**config.mk**
```make
export PLATFORM = sky130hd
export DESIGN_NAME = logicnet_layer_sequencer
export DESIGN_NICKNAME = d
export VERILOG_FILES = /design/src/rtl/logicnet_layer_sequencer.sv
export SDC_FILE = /design/constraint.sdc
export NUM_CORES = 2
export LEC_CHECK = 0
export CORE_ASPECT_RATIO = 0.75
export CORE_MARGIN = 1.5
export CORE_UTILIZATION = 44
export CTS_CLUSTER_SIZE = 30
export DETAILED_ROUTE_END_ITERATION = 10
export GPL_TIMING_DRIVEN = 0
export PLACE_DENSITY = 0.63
export SLEW_MARGIN = 20
export SYNTH_ARGS = -nofsm -noshare
export SYNTH_HDL_FRONTEND = slang
export SYNTH_SLANG_ARGS = --single-unit
```
**constraint.sdc**
```tcl
create_clock -name clk -period 3.2 [get_ports clk]
set_input_delay 0.64 -clock clk [delete_from_list [all_inputs] [get_ports clk]]
set_output_delay 0.64 -clock clk [all_outputs]
set_load 0.1 [all_outputs]
```
**src/rtl/logicnet_layer_sequencer.sv**
```systemverilog
// Time-multiplexed evaluator for one sparse LogicNet layer: one shared truth-table RAM,
// one connectivity RAM, neurons evaluated serially at three cycles each.
module logicnet_layer_sequencer #(
  parameter int N_IN   = 16,
  parameter int N_OUT  = 8,
  parameter int FANIN  = 3,
  parameter int BW     = 2,
  parameter int IDX_W  = 4,
  parameter int TAB_AW = 9
) (
  input  logic                     clk,
  input  logic                     rst,
  input  logic                     in_valid,
  output logic                     in_ready,
  input  logic [N_IN*BW-1:0]       in_data,
  output logic                     out_valid,
  input  logic                     out_ready,
  output logic [N_OUT*BW-1:0]      out_data,
  input  logic                     cfg_we,
  input  logic                     cfg_sel,
  input  logic [TAB_AW-1:0]        cfg_addr,
  input  logic [FANIN*IDX_W-1:0]   cfg_wdata,
  output logic                     cfg_ready,
  output logic                     busy
);

  // state | meaning
  // IDLE  | accept a vector and config writes
  // RCONN | read connectivity word for neuron n
  // RTAB  | gather activations, read truth table
  // WRES  | store table output into slot n
  // DONE  | hold result until out_ready
  typedef enum logic [2:0] {S_IDLE, S_RCONN, S_RTAB, S_WRES, S_DONE} state_e;

  localparam int NW = (N_OUT > 1) ? $clog2(N_OUT) : 1;
  localparam int CW = FANIN * IDX_W;
  localparam int GW = FANIN * BW;

  state_e               state_q, state_d;
  logic [NW-1:0]        n_q, n_d;
  logic [N_IN*BW-1:0]   act_q, act_d;
  logic [N_OUT*BW-1:0]  out_data_q, out_data_d;

  logic [BW-1:0]        tab_mem  [2**TAB_AW];
  logic [CW-1:0]        conn_mem [N_OUT];
  logic [CW-1:0]        conn_rd_q;
  logic [BW-1:0]        tab_rd_q;
  logic [GW-1:0]        gather;
  logic [TAB_AW-1:0]    tab_raddr;
  logic                 cfg_wr;

  assign in_ready  = (state_q == S_IDLE) && !rst;
  assign cfg_ready = (state_q == S_IDLE) && !rst;
  assign out_valid = (state_q == S_DONE);
  assign busy      = (state_q != S_IDLE);
  assign out_data  = out_data_q;
  assign cfg_wr    = cfg_we && cfg_ready;

  // Out-of-range connectivity indices select a zero activation.
  always_comb begin
    logic [IDX_W-1:0] idx;
    gather = '0;
    for (int f = 0; f < FANIN; f++) begin
      idx = conn_rd_q[f*IDX_W +: IDX_W];
      if (int'(idx) < N_IN) gather[f*BW +: BW] = act_q[idx*BW +: BW];
    end
  end

  assign tab_raddr = TAB_AW'({n_q, gather});

  // RAMs are deliberately outside the reset domain so tables survive a reset.
  always_ff @(posedge clk) begin
    if (cfg_wr && !cfg_sel) tab_mem[cfg_addr] <= cfg_wdata[BW-1:0];
    if (cfg_wr && cfg_sel)  conn_mem[cfg_addr[NW-1:0]] <= cfg_wdata;
    if (state_q == S_RCONN) conn_rd_q <= conn_mem[n_q];
    if (state_q == S_RTAB)  tab_rd_q <= tab_mem[tab_raddr];
  end

  always_comb begin
    state_d    = state_q;
    n_d        = n_q;
    act_d      = act_q;
    out_data_d = out_data_q;
    unique case (state_q)
      S_IDLE: begin
        if (in_valid) begin
          act_d   = in_data;
          n_d     = '0;
          state_d = S_RCONN;
        end
      end
      S_RCONN: state_d = S_RTAB;
      S_RTAB:  state_d = S_WRES;
      S_WRES: begin
        out_data_d[n_q*BW +: BW] = tab_rd_q;
        if (n_q == NW'(N_OUT - 1)) begin
          state_d = S_DONE;
        end else begin
          n_d     = n_q + NW'(1);
          state_d = S_RCONN;
        end
      end
      S_DONE: begin
        if (out_ready) state_d = S_IDLE;
      end
      default: state_d = S_IDLE;
    endcase
  end

  always_ff @(posedge clk) begin
    if (rst) begin
      state_q    <= S_IDLE;
      n_q        <= '0;
      act_q      <= '0;
      out_data_q <= '0;
    end else begin
      state_q    <= state_d;
      n_q        <= n_d;
      act_q      <= act_d;
      out_data_q <= out_data_d;
    end
  end

endmodule

```
# Word level (Yosys, flattened, before mapping)
# Memory sizes are Yosys's and may differ from the RTL's. A register that Yosys moved wholly into a read port is not among the register bits.
# Cells that the tools add are included.
# word_totals
out_inout_bits,20
word_cells,45
input_bits,59
ramBits,1120
reg_bits,54
n_memories,2
# classes
mux,12
addsub,2
n_shift,5
n_reduce_logical,12
n_eq_ne,8
# memory_table
name,words,width,read_ports,rd_clocked_by_memory_dff,wr,line,text
tab_mem,512,2,1,1,1,44,logic [BW-1:0] tab_mem [2**TAB_AW];
conn_mem,8,12,1,1,1,45,logic [CW-1:0] conn_mem [N_OUT];
# ops
cell,n
$shiftx 32x6->2,3
$neg 4->34,1
$shift 2x34->16 const A,1
$shiftx 2x34->16,1
$bwmux 16,1
$mux 3,5
$pmux 3 s5,1
$eq 3x2->1 const B,2
$eq 3x3->1 const B,2
$pmux 3 s2,1
$logic_and 1x1->1,4
$mux 1,4
$ne 2x2->1 const B,2
$reduce_and 2->1,2
$add 3x1->3 const B,1
$eq 3x1->1 const B,1
$logic_not 3->1,1
$reduce_and 3->1,1
$reduce_bool 3->1,1
$logic_not 1->1,2
$ne 2x1->1 const B,1
$reduce_bool 2->1,1

# Depth between registers and ports, before layout
# depth
word_depth,6
ltp_mapped,16
depth_no_buf,10

# Worst setup path after synthesis
# No wires, ideal clock.
# synth_timing
path_kind,register to register
from,reg state_q[0]
to,"mem tab_mem[15][0], enable pin"
path_buffers,2
required_time_ns,2.891
period_less_slack_ns,4.389
arrival_time_ns,4.080
setup_ns,0.309
stages_incl_launch_ff,11
setup_slack_ns,-1.189
path_cell_list,dfxtp_1 -> clkbuf_1 -> nor3_1 -> inv_1 -> nor2_1 -> nand2_1 -> or3_1 -> nor3_1 -> nand2_1 -> clkbuf_1 -> nor2_1
# synth_via
elab_chain_len,6
# synth_rtl
item,line,text
"start, declared",39,"state_e state_q, state_d;"
"start signal, assigned",117,state_q <= state_d;
$logic_not 3->1,53,assign cfg_ready = (state_q == S_IDLE) && !rst;
$logic_and 1x1->1,53,
via cfg_ready,23,"output logic cfg_ready,"
$logic_and 1x1->1,57,assign cfg_wr = cfg_we && cfg_ready;
$logic_and 1x1->1,73,if (cfg_wr && !cfg_sel) tab_mem[cfg_addr] <= cfg_wdata[BW-1:0];
$mux 1,73,
$mux 1 (implied by the code),73,
"end, declared",44,
# The timed path passes the listed nets, and every way through them passes these cells.

# Final worst setup path
# layout_timing
from,"reg conn_rd_q[8], read port of conn_mem"
to,"reg tab_rd_q[1], read port of tab_mem, data pin"
# layout_via
elab_chain_len,1
# layout_rtl
item,line,text
"start, declared",46,logic [CW-1:0] conn_rd_q;
$shiftx 32x6->2,65,if (int'(idx) < N_IN) gather[f*BW +: BW] = act_q[idx*BW +: BW];
"end, declared",47,logic [BW-1:0] tab_rd_q;
# Every way passes these cells.
# A chain may end at the register's enable or synchronous reset.

==> flow_summary.ini <==
[die]
die_x_um = 392.7
start_util_pct = 44.25
dieHeight_um = 295.3
row_count = 107
pin_count = 79
die-area_sq_um = 116000
coreArea_sq_um = 113300

[yosys]
yosys_warnings = 0
synth_xor_area_share_pct = 0.01748
syn_inst = 4015
yosys.area_share.simple_pct = 16.39
yosysUniqueCellTypes = 76
netlist_area_sq_um = 50120
synth_area_per_cell_sq_um = 12.48
synth_ff_type = edfxtp_1
synth_top_family_by_area = simple AND/OR/NAND/NOR gates
seq_area_frac_synth_pct = 70.10
syn_nets = 4081
synthArstFlopShare_pct = 0
synth_compound_area_share_pct = 6.551
synth_edf_count = 1134
synthMuxAreaShare_pct = 3.742
ys_ff_latch = 1188
yosys.area_share.adder_pct = 0.1748

[critical_path]
critPathBufInv = 4
path_cells = buf_6 > mux4_2 > mux4_2 > buf_12 > nor2b_4 > buf_4 > nand2_8 > buf_4 > a21oi_1 > o41ai_2 > o2111ai_1 > o32ai_2 > a311o_2
slowest_delay_ps = 610
start_kind = flop
cp_max_fo = 10
arrival_ps = 5120
worst_path_dominant_cell_family = compound AO/OA/AOI/OAI gates
crit_required_ps = 3780
end_kind = flop
crit_type = flop to flop
worst_path_max_delay_cell = o41ai_2

[cells_and_area]
final_area_sq_um = 59490
nets = 4344
layout_commonest_cell = edfxtp_1
final_cell_mix = edfxtp_1, nand2_1, nor2_1, nand3_1, and3_1
area_growth_syn_to_layout_pct = 18.69
drive_gt1_share_pct = 17.33

[run]
max-cap-violations = 0

[route]
drt-pass1-iter-count = 9
wire_per_inst_um = 35.47
drc = 0
ant_nets = 0
routed_wl_mm = 209.6
vias_per_cell = 6.630
drtIter0Drc = 7828
vias = 39176

[power]
power.density_nw_per_um2 = 655.2
p_leak_nw = 19.56
worst_ir_drop_vdd_mv = 0.5361

[sta]
fmax_mhz = 220.3
worst_pin_slew_ps = 1350
rsz0062_at_grt = yes
final.setup_skew_ps = 36.88
fin_setup_tns_ps = -2625
fin_ws_ps = -1340
setup_viol = 2
min_period_over_period_pct = 141.9
slew_headroom_pct = 9.972
hold_violations = 0
period_needed_ps = 4540
slew_violations = 0
whs_ps = 235.7

[grt]
grt_overflow = 0
grt_start_max_net_pins = 131
antenna_found_initial = 13
grt_usage_pct = 35.54
grt_pass1_wl_mm = 280.8
grt_pass1_vias = 35058

[placement]
pre_cts_ws_ps = -2924
numPortBuffers = 76
dpl_cell_area_sq_um = 53720
gp_congestion = 1.047
hpwl_mm = 137.7

[run_status]
outcome = finished with violations
violations = setup timing

[cts]
clock_path_buffers = 3
root_buffer = clkbuf_16
h-tree-depth = 3
cts_tree = yes
clk_pin_slew_ps = 60
cts_sinks = 1188
cts_buffers = 112
clock_latency_ps = 770
cts.hold.buffers_added = 0

[min_path]
hp-class = input pin to flop
## worst register-to-register path, delay by kind of cell, from the launching register on
kind | cells | cell delay (ps)
buffers and inverters | 4 | 930
and+or+nand+nor | 2 | 350
DFF | 1 | 380
AOI/OAI and AO/OA | 5 | 1620
muxes | 2 | 1090
## state kept, by name, indices dropped and copies added, names as in the netlist
| register | flops |
|---|---|
| tab_mem | 1024 |
| conn_mem | 96 |
| act_q | 32 |
| out_data | 16 |
| conn_rd_q | 12 |
| n_q | 3 |
| state_q | 3 |
| tab_rd_q | 2 |
## metrics by stage
stage	total power [mW]	utilization [%]	std cells
floorplan	20.62	-	4015
global placement	24.47	46.88	5617
detailed placement	24.28	47.43	5643
CTS	37.97	51.89	5880
global route	39.25	52.49	5895
finish	38.98	52.52	5909
## final cells by class
cell class	count	area (sq um)
clock inverters	63	583.1
plain buffers	305	2556
flip-flops and latches	1188	35130
clock buffers	141	2978
well taps	1526	1909
repair buffers	153	1655
fillers	9717	53770
multi-input cells	2511	14610
inverters	7	30.03
diodes	15	37.54
## kinds of logic (layout without fill, tap and decap cells)
group,count (synthesis),count (layout)
AND/OR/NAND/NOR,1913,1913
flip-flops,1188,1188
AO/OA/AOI/OAI,467,467
buffers and inverters,316,669
multiplexers,123,123
adder cells (fa/ha/maj),7,7
XOR/XNOR,1,1
other,0,15
## worst paths after layout
kind,startpoint,to,slack (ps),depth (start not counted)
worst min-delay path,cfg_wdata[0],tab_mem[268][0],240,1
worst min register to register,act_q[27],act_q[27],480,2
worst max register to register,conn_rd_q[8],tab_rd_q[1],-1340,13
worst max-delay path,conn_rd_q[8],tab_rd_q[1],-1340,13
## layer usage
layer	wire length, um	global-route usage, %	vias up
li1	-	-	15346
met1	78030	50.26	19144
met2	78630	44.46	3979
met3	41430	18.61	687
met4	11350	15.86	20
met5	155	0	-
## power by group
part           total, mW  switching [mW]  internal [mW]
logic               8.30            6.04           2.26
clock network       13.5            6.12           7.38
registers           17.2          0.0832           17.1
total               39.0            12.3           26.7
## Yosys cell counts (4+ instances only)
cell      instances  area, sq um
a211o_1           8        70.07
a211oi_1        129        968.4
a21o_1            8        60.06
a21oi_1         118        590.6
a221o_1           4        40.04
a22oi_1          10        75.07
a31oi_1          31        193.9
a32o_1            6        60.06
a32oi_1          39        341.6
a41oi_1           8        70.07
and2_1            5        31.28
and3_1          143        894.6
buf_1            11        41.29
buf_2           100        500.5
buf_4            28        210.2
buf_6            13        146.4
clkbuf_1        157        589.3
dfxtp_1          54         1081
edfxtp_1       1134        34050
ha_1              7        87.58
inv_1             6        22.52
mux2_1            4        45.04
mux2_2            8        90.09
mux2i_1          61        610.6
mux4_2           48         1081
nand2_1         804         3018
nand2_2           6        37.54
nand2b_1         12        75.07
nand3_1         216         1081
nand4_1          41        256.5
nor2_1          606         2275
nor2b_1           8        50.05
nor3_1           21        105.1
nor3b_1           6        45.04
nor4_1           19        118.9
o21ai_0          23        115.1
o21ai_1           4        20.02
o22ai_1          13        81.33
o32ai_1           5        43.79
o41ai_1          29        254.0
or4_1             4        30.03
## timing repair
action                                  4_1_cts  5_1_grt
gates cloned                                  1        0
buffers inserted                             35       15
pin swaps                                    29       35
gates resized for setup                     349      184
endpoints found under the setup margin      633      442
(Power assumes the default switching activity.)
